===== config.mk =====
export PLATFORM = sky130hd
export DESIGN_NAME = execute_mdu
export DESIGN_NICKNAME = d
export VERILOG_FILES = /design/src/rtl/execute_mdu_pkg.sv /design/src/rtl/mdu_divstep.sv /design/src/rtl/execute_mdu.sv
export SDC_FILE = /design/constraint.sdc
export NUM_CORES = 2
export LEC_CHECK = 0
export BUFFER_PORTS_ARGS = -buffer_cell sky130_fd_sc_hd__buf_4
export CAP_MARGIN = 20
export CORE_UTILIZATION = 65
export CTS_BUF_LIST = sky130_fd_sc_hd__clkbuf_2 sky130_fd_sc_hd__clkbuf_4 sky130_fd_sc_hd__clkbuf_8
export DETAILED_ROUTE_END_ITERATION = 8
export GPL_TIMING_DRIVEN = 0
export PLACE_DENSITY_LB_ADDON = 0.15
export SYNTH_ARGS = -nofsm -noshare
export SYNTH_HDL_FRONTEND = slang
export SYNTH_HIERARCHICAL = 1
export SYNTH_SLANG_ARGS = --single-unit
export TNS_END_PERCENT = 10

===== constraint.sdc =====
create_clock -name clk -period 25.1 [get_ports clk]
set_clock_uncertainty 0.2 [all_clocks]
set_input_delay 0 -clock clk [delete_from_list [all_inputs] [get_ports clk]]
set_output_delay 0 -clock clk [all_outputs]
set_load 0.005 [all_outputs]

===== src/rtl/execute_mdu_pkg.sv =====
// Shared definitions for the execute-stage multiply/divide unit.
//   mdu_op_t    : operation encoding presented on the request interface
//   mdu_state_e : control FSM states
//   mdu_cnt_w() : iteration counter width for a given operand width
//   MDU_CNT_W   : counter width at the default 64-bit operand width
package execute_mdu_pkg;

    typedef enum logic [2:0] {
        OpMul    = 3'd0,
        OpMulh   = 3'd1,
        OpMulhsu = 3'd2,
        OpMulhu  = 3'd3,
        OpDiv    = 3'd4,
        OpDivu   = 3'd5,
        OpRem    = 3'd6,
        OpRemu   = 3'd7
    } mdu_op_t;

    typedef enum logic [1:0] {
        StIdle = 2'd0,
        StCalc = 2'd1,
        StDone = 2'd2
    } mdu_state_e;

    // Counter must hold the value XLEN itself, hence the extra bit.
    function automatic int unsigned mdu_cnt_w(input int unsigned xlen);
        return $clog2(xlen) + 1;
    endfunction

    localparam int unsigned MDU_XLEN_DEF = 64;
    localparam int unsigned MDU_CNT_W    = mdu_cnt_w(MDU_XLEN_DEF);

endpackage


===== src/rtl/mdu_divstep.sv =====
// One restoring-division step on unsigned magnitudes.
//   rem_i     : partial remainder entering the step
//   bit_i     : next dividend bit shifted into the remainder
//   divisor_i : divisor magnitude
//   rem_o     : partial remainder leaving the step
//   q_o       : quotient bit produced by the step
module mdu_divstep #(
    parameter int unsigned XLEN = 64
) (
    input  logic [XLEN-1:0] rem_i,
    input  logic            bit_i,
    input  logic [XLEN-1:0] divisor_i,
    output logic [XLEN-1:0] rem_o,
    output logic            q_o
);

    logic [XLEN:0] shifted;

    always_comb begin
        shifted = {rem_i, bit_i};
        q_o     = (shifted >= {1'b0, divisor_i});
        // The restored remainder is always below the divisor, so it fits in XLEN bits.
        rem_o   = q_o ? (shifted[XLEN-1:0] - divisor_i) : shifted[XLEN-1:0];
    end

endmodule


===== src/rtl/execute_mdu.sv =====
// Iterative multiply/divide unit for the execute stage (one radix-2 step per cycle).
//   clk, reset          : clock and asynchronous active-low reset
//   in_valid/in_ready   : request handshake carrying op, word, a, b
//   op, word, a, b      : operation, word-mode flag, operands
//   flush               : kills any in-flight or completed operation
//   out_valid/out_ready : result handshake
//   result              : operation result, zero when out_valid is low
//   busy                : unit is not idle
module execute_mdu
    import execute_mdu_pkg::*;
#(
    parameter int unsigned XLEN   = 64,
    parameter int unsigned WORD_W = 32
) (
    input  logic            clk,
    input  logic            reset,
    input  logic            in_valid,
    output logic            in_ready,
    input  mdu_op_t         op,
    input  logic            word,
    input  logic [XLEN-1:0] a,
    input  logic [XLEN-1:0] b,
    input  logic            flush,
    output logic            out_valid,
    input  logic            out_ready,
    output logic [XLEN-1:0] result,
    output logic            busy
);

    localparam int unsigned CntW = mdu_cnt_w(XLEN);
    localparam int unsigned Sh   = XLEN - WORD_W;
    localparam logic [XLEN-1:0] MinNeg = {1'b1, {(XLEN-1){1'b0}}};

    function automatic logic [XLEN-1:0] sext_w(input logic [XLEN-1:0] x);
        return $signed(x << Sh) >>> Sh;
    endfunction

    function automatic logic [XLEN-1:0] zext_w(input logic [XLEN-1:0] x);
        return (x << Sh) >> Sh;
    endfunction

    function automatic logic [XLEN-1:0] fmt(input logic [XLEN-1:0] x, input logic w);
        return w ? sext_w(x) : x;
    endfunction

    mdu_state_e      state_q, state_d;
    logic [CntW-1:0] cnt_q, cnt_d;
    mdu_op_t         op_q, op_d;
    logic            word_q, word_d;
    logic [XLEN-1:0] acc_q, acc_d;   // product high half / partial remainder
    logic [XLEN-1:0] mq_q, mq_d;     // multiplier+product low half / dividend+quotient
    logic [XLEN-1:0] opb_q, opb_d;   // multiplicand / divisor magnitude
    logic            neg_q, neg_d;   // negate product or quotient
    logic            rneg_q, rneg_d; // negate remainder
    logic [XLEN-1:0] res_q, res_d;

    // Request decode, evaluated at the effective operand width.
    logic            req_word, req_div, sgn_a, sgn_b, neg_a, neg_b;
    logic [XLEN-1:0] a_ext, b_ext, mag_a, mag_b, a_min;
    logic            req_div0, req_ovf, req_special;
    logic [XLEN-1:0] special_res;

    always_comb begin
        req_word = word && !(op inside {OpMulh, OpMulhsu, OpMulhu});
        req_div  = op inside {OpDiv, OpDivu, OpRem, OpRemu};
        sgn_a    = op inside {OpMulh, OpMulhsu, OpDiv, OpRem};
        sgn_b    = op inside {OpMulh, OpDiv, OpRem};
        a_ext    = req_word ? (sgn_a ? sext_w(a) : zext_w(a)) : a;
        b_ext    = req_word ? (sgn_b ? sext_w(b) : zext_w(b)) : b;
        neg_a    = sgn_a && a_ext[XLEN-1];
        neg_b    = sgn_b && b_ext[XLEN-1];
        mag_a    = neg_a ? -a_ext : a_ext;
        mag_b    = neg_b ? -b_ext : b_ext;
        a_min    = req_word ? sext_w(MinNeg >> Sh) : MinNeg;

        req_div0    = req_div && (b_ext == '0);
        req_ovf     = req_div && sgn_b && (a_ext == a_min) && (b_ext == '1);
        req_special = req_div0 || req_ovf;

        special_res = '0;
        if (req_div0) begin
            special_res = (op inside {OpDiv, OpDivu}) ? '1 : fmt(a_ext, req_word);
        end else if (req_ovf && (op == OpDiv)) begin
            special_res = fmt(a_ext, req_word);
        end
    end

    // Datapath step for the operation held in the registers.
    logic            is_div_q;
    logic [XLEN:0]   mul_sum;
    logic [XLEN-1:0] div_rem;
    logic            div_q;
    logic [XLEN-1:0] step_acc, step_mq, mul_hi, final_res;

    mdu_divstep #(
        .XLEN(XLEN)
    ) u_divstep (
        .rem_i    (acc_q),
        .bit_i    (mq_q[XLEN-1]),
        .divisor_i(opb_q),
        .rem_o    (div_rem),
        .q_o      (div_q)
    );

    always_comb begin
        is_div_q = op_q inside {OpDiv, OpDivu, OpRem, OpRemu};
        mul_sum  = mq_q[0] ? ({1'b0, acc_q} + {1'b0, opb_q}) : {1'b0, acc_q};
        if (is_div_q) begin
            step_acc = div_rem;
            step_mq  = {mq_q[XLEN-2:0], div_q};
        end else begin
            step_acc = mul_sum[XLEN:1];
            step_mq  = {mul_sum[0], mq_q[XLEN-1:1]};
        end

        // High half of the negated 2*XLEN product: ~hi plus the carry out of -lo.
        mul_hi = neg_q ? (~step_acc + XLEN'(step_mq == '0)) : step_acc;

        final_res = '0;
        unique case (op_q)
            // After WORD_W steps the low product bits sit at the top of mq.
            OpMul:                     final_res = word_q ? sext_w(step_mq >> Sh) : step_mq;
            OpMulh, OpMulhsu, OpMulhu: final_res = mul_hi;
            OpDiv, OpDivu:             final_res = fmt(neg_q ? -step_mq : step_mq, word_q);
            OpRem, OpRemu:             final_res = fmt(rneg_q ? -step_acc : step_acc, word_q);
            default:                   final_res = '0;
        endcase
    end

    assign in_ready  = (state_q == StIdle) && !flush;
    assign out_valid = (state_q == StDone);
    assign busy      = (state_q != StIdle);
    assign result    = out_valid ? res_q : '0;

    always_comb begin
        state_d = state_q;
        cnt_d   = cnt_q;
        op_d    = op_q;
        word_d  = word_q;
        acc_d   = acc_q;
        mq_d    = mq_q;
        opb_d   = opb_q;
        neg_d   = neg_q;
        rneg_d  = rneg_q;
        res_d   = res_q;

        unique case (state_q)
            StIdle: begin
                if (in_valid && in_ready) begin
                    op_d   = op;
                    word_d = req_word;
                    neg_d  = neg_a ^ neg_b;
                    rneg_d = neg_a;
                    if (req_special) begin
                        state_d = StDone;
                        res_d   = special_res;
                    end else begin
                        state_d = StCalc;
                        cnt_d   = req_word ? CntW'(WORD_W) : CntW'(XLEN);
                        acc_d   = '0;
                        if (req_div) begin
                            // Dividend is consumed MSB first, so align it to the top.
                            mq_d  = req_word ? (mag_a << Sh) : mag_a;
                            opb_d = mag_b;
                        end else begin
                            mq_d  = mag_b;
                            opb_d = mag_a;
                        end
                    end
                end
            end
            StCalc: begin
                acc_d = step_acc;
                mq_d  = step_mq;
                cnt_d = cnt_q - CntW'(1);
                if (cnt_q == CntW'(1)) begin
                    state_d = StDone;
                    res_d   = final_res;
                end
            end
            StDone: begin
                if (out_ready) begin
                    state_d = StIdle;
                    res_d   = '0;
                end
            end
            default: state_d = StIdle;
        endcase

        if (flush) begin
            state_d = StIdle;
            cnt_d   = '0;
            res_d   = '0;
        end
    end

    always_ff @(posedge clk or negedge reset) begin
        if (!reset) begin
            state_q <= StIdle;
            cnt_q   <= '0;
            op_q    <= OpMul;
            word_q  <= 1'b0;
            acc_q   <= '0;
            mq_q    <= '0;
            opb_q   <= '0;
            neg_q   <= 1'b0;
            rneg_q  <= 1'b0;
            res_q   <= '0;
        end else begin
            state_q <= state_d;
            cnt_q   <= cnt_d;
            op_q    <= op_d;
            word_q  <= word_d;
            acc_q   <= acc_d;
            mq_q    <= mq_d;
            opb_q   <= opb_d;
            neg_q   <= neg_d;
            rneg_q  <= rneg_d;
            res_q   <= res_d;
        end
    end

endmodule


==> metrics.cfg, run 1 <==
[status]
status=stopped before the end
haltStage=global routing (5_1_grt)
error_message=[ERROR GRT-0116] Global routing finished with congestion. Check the congestion regions in the DRC Viewer.

[place]
placedCellCount=6189
finalWeightedCongestion=1.47
dpl_hpwl_um=152000
post_place_setup_slack_ns=12.55
place.port_buffers=199

[floorplan]
initial_core_util_pct=66.2
die_span_y_um=240
row_count=86
count_of_pins_on_the_block_boundary=204
die_width_um=240

[synthesis]
synth_top_area_share_pct=18.5
netlist-cell-type-count=122
synthCells=5236
async_flop_share_pct=100
ys_warn_count=6
synth_edf_count=0
synth_seq_area_share_pct=18.5
ys_seq_elements=271
post_synth_main_area_contributors=dfrtp_1 18%, o21ai_0 8.0%, a21oi_1 6.7%, nand2_1 6.6%, ha_1 4.8%
synthesis.area_sq_mm=0.0367
synth-main-ff-cell=dfrtp_1
netlist.top_cell.by_area=dfrtp_1
syn_nets=5515
syn_avg_cell_area_sq_um=7.02

[global_routing]
grt_pass1_wl_um=346000
via_count_of_the_first_global_routing_pass=51100
grt_start_max_net_pins=111
grt_overflow_total=524
grtUsageTotal_pct=79.2

[clock_tree]
ctsLongestPathBuffers=3
post_cts_resize_count=0
postCtsSetupRepairBufs=0
cts.sinks=271
hold_buf_count_cts=198
cts_root_buf=clkbuf_8
clock_tree.htree_level_count=2
clock_buffer_count_from_cts=47

logic make-up after synthesis:
| logic type | count (synthesis) | synth area share, % |
|---|---|---|
| and+or+nand+nor | 1927 | 25.2 |
| AOI/OAI and AO/OA | 1862 | 31.7 |
| buffers and inverters | 510 | 5.91 |
| xor gates and xnor gates | 340 | 8.10 |
| DFF | 271 | 18.5 |
| muxes | 184 | 5.77 |
| adders and majority gates | 142 | 4.88 |
per-layer routing:
layer | GRT usage [%] | GRT overflow
met1 | 79.2 | 9
met4 | 75.8 | 210
met2 | 93.1 | 278
met3 | 67.3 | 22
met5 | 45.0 | 5
per-stage QoR:
| stage | instance area [sq um] | util, % |
|---|---|---|
| CTS | 42400 | 76.3 |
| detailed placement | 39300 | 70.7 |
| global placement | 39200 | 70.6 |
| floorplan | 36700 | - |
cell usage after synthesis, types with 52 or more instances:
library cell / count
or3_1: 57
o31ai_1: 74
a21oi_1: 490
buf_2: 52
o21ai_1: 58
o211ai_1: 54
and2_1: 104
nand2_1: 642
nand4_1: 108
dfrtp_1: 271
a21o_1: 70
nor3_1: 146
mux2_2: 56
a211oi_1: 56
ha_1: 140
clkbuf_1: 248
xnor2_1: 198
inv_1: 129
xor2_1: 142
nand2b_1: 55
o21ai_0: 591
nor2_1: 465
nand3_1: 99
mux2i_1: 86
==> inputs of run 2 (changes only) <==
CORE_UTILIZATION = 40   (was 65)
CTS_BUF_LIST = default   (was sky130_fd_sc_hd__clkbuf_2 sky130_fd_sc_hd__clkbuf_4 sky130_fd_sc_hd__clkbuf_8)
==> run 2 against run 1 <==
Synthesized cell count unchanged; area after synthesis unchanged; the flow now finishes, with violations (DRC).
==> metrics.cfg, run 2 <==
[synthesis]
synthesis.area_sq_mm=0.0367  ; unchanged
synth-main-ff-cell=dfrtp_1  ; unchanged
post_synth_main_area_contributors=dfrtp_1 18%, o21ai_0 8.0%, a21oi_1 6.7%, nand2_1 6.6%, ha_1 4.8%  ; unchanged
synth_edf_count=0  ; unchanged
synthCells=5236  ; unchanged
synthTopCellsByCount=642 x nand2_1, 591 x o21ai_0, 490 x a21oi_1  ; unchanged
async_flop_share_pct=100  ; unchanged
synth_seq_area_share_pct=18.5  ; unchanged
ys_warn_count=6  ; unchanged
yosysMostFrequentCell=nand2_1  ; unchanged
syn_nets=5515  ; unchanged
netlist.top_cell.by_area=dfrtp_1  ; unchanged
ys_seq_elements=271  ; unchanged
synth_top_area_share_pct=18.5  ; unchanged
syn_avg_cell_area_sq_um=7.02  ; unchanged
netlist-cell-type-count=122  ; unchanged

[sta]
hold_viol_final=0
max_freq_mhz=66.5
totalNegativeSetupSlack_ns=0
finalCritPeriodShare_pct=59.9
report.final.setup_viol=0
min_period_ns=15.03
final_max_slew_viol_count=0
worst_hold_slack_ns=0.0380
grt_setup_unrepaired=no
timing.slew.headroom_pct=8.51
finalWorstSetupSlack_ns=10.07
worstMarginPinSlew_ns=1.37

[detailed_routing]
drtPass1Iterations=9
met3_length_um=37000
met1Wirelength_um=95100
drt_wl_total_um=253000
final_antenna_net_count=0
dr.max_layer_used=met5
met2_length_um=98800
dr_total_vias=47800
wl_per_cell_um=36.8
first_iter_violations=7818
remaining_drc_errors=16
route.detailed.vias_per_inst=6.97

[power_and_ir_drop]
power-per-cell-area_mw_per_mm2=175
leakage_power_summed_over_all_cells_nw=17.4
post-layout-total-power_mw=7.50
max-vdd-ir-drop_v=0.0000879

[worst_setup_path]
endpoint_kind_of_the_worst_setup_timing_path=flip-flop
crit_slowest_cell=nor4bb_1
critPathArrivalTime_ns=15.41
startpoint_types=flip-flop
cp_dominant_cell_by_count=buf_2
critical_path_required_ns=25.48
worst-setup-path-type=reg2reg
max_stage_delay_ns=1.01
critical_path_peak_fanout=10

[floorplan]
fp.dieArea_sq_mm=0.0931
count_of_pins_on_the_block_boundary=204  ; unchanged
row_count=110  ; was 86
die_width_um=305  ; was 240 um
core_area_sq_mm=0.0906
initial_core_util_pct=40.6  ; was 66.2%
die_span_y_um=305  ; was 240 um

[clock_tree]
hold_buf_count_cts=142  ; was 198
postCtsSetupRepairBufs=0  ; unchanged
cts.sinks=271  ; unchanged
cts_root_buf=clkbuf_16  ; was clkbuf_8
ctsLongestPathBuffers=3  ; unchanged
clock_tree.htree_level_count=2  ; unchanged
clock_insertion_delay_worst_skew_ns=0.64
clock_buffer_count_from_cts=37  ; was 47
post_cts_resize_count=0  ; unchanged
tritoncts=yes
clock_pin_transition_on_the_worst_setup_and_hold_timing_paths_ns=0.06

[finish]
layout-area-overhead-vs-synth_pct=16.6
fin_area_sq_mm=0.0429
layout_common_cells=642 x nand2_1, 589 x o21ai_0, 489 x a21oi_1
nets=5925
final_common_cell=nand2_1
drive_gt1_share_pct=10.2

[global_routing]
number_of_antenna_violations_at_the_first_check_in_global_routing=23
grt_pass1_wl_um=345000
grt_start_max_net_pins=106
grtUsageTotal_pct=52.3
grt_overflow_total=0
via_count_of_the_first_global_routing_pass=44100

[hold_path]
hold_path_class=in2reg

[place]
dpl_hpwl_um=208000  ; was 152,000 um
place.port_buffers=199  ; unchanged
post_place_setup_slack_ns=11.35  ; was 12.55 ns
finalWeightedCongestion=1.13  ; was 1.47
postPlaceCellArea_sq_mm=0.0400  ; was 0.0393 sq mm

[status]
status=complete, but fails checks  ; was stopped before the end
failed_checks=DRC

[run]
maxCapViolCount=0

==> run 2: per-layer routing <==
layer,track usage (%),vias to the layer above
li1,-,20000
met4,35.2,26
met3,21.8,941
met1,64.6,23000
met5,0.827,-
met2,73.3,3825
==> run 2: path summary, 6_finish.rpt <==
path | depth (start not counted) | end | startpoint | slack (ns)
worst max-delay path | 35 | res_q[62] | op_q[2] | 10.07
worst min-delay path | 7 | mq_q[55] | b[55] | 0.04
worst max register to register | 35 | res_q[62] | op_q[2] | 10.07
worst min register to register | 1 | res_q[62] | res_q[62] | 0.28
max in group asynchronous | 5 | opb_q[29] | reset | 23.27
min in group asynchronous | 4 | res_q[43] | reset | 0.26
==> run 2: power breakdown <==
part	leakage (nW)	total [mW]	internal (mW)	switching (mW)
registers	3.56	0.883	0.593	0.291
logic	13.2	6.01	1.78	4.23
clock network	0.666	0.615	0.365	0.250
total	17.4	7.50	2.73	4.77
==> run 2: worst max-delay path, delay by kind of cell, from the launching register on <==
family	cells	cell delay, ns
xor gates and xnor gates	1	0.17
adders and majority gates	3	1.42
muxes	1	0.90
and+or+nand+nor	9	3.86
AOI/OAI and AO/OA	7	1.82
buffers and inverters	14	6.26
DFF	1	0.31
==> run 2: cells by family (layout without fill, tap and decap cells) <==
family	after synthesis	after routing	share of synthesized area, %
DFF	271	271	18.5
AOI/OAI and AO/OA	1862	1862	31.7
xor gates and xnor gates	340	340	8.10
adders and majority gates	142	142	4.88
buffers and inverters	510	949	5.91
other	0	8	0
muxes	184	184	5.77
and+or+nand+nor	1927	1927	25.2
==> run 2: final cells by class <==
| class | instances | area (sq um) |
|---|---|---|
| antenna | 8 | 20.0 |
| buffer | 375 | 1660 |
| clock buffer | 49 | 1020 |
| clock inverter | 19 | 343 |
| fill | 9435 | 47700 |
| inverter | 135 | 514 |
| multi-input combinational | 4455 | 27800 |
| sequential | 271 | 6780 |
| tap | 1176 | 1470 |
| timing repair buffer | 371 | 3230 |
==> run 2: stage by stage <==
stage,cells,utilization [%]
2_1_floorplan,5236,-
4_1_cts,6848,47.3
6_report,6859,47.3
5_1_grt,6854,47.3
3_5_place_dp,6638,44.2
3_3_place_gp,6611,43.9
Note: power is estimated with default switching activity, not from simulation.
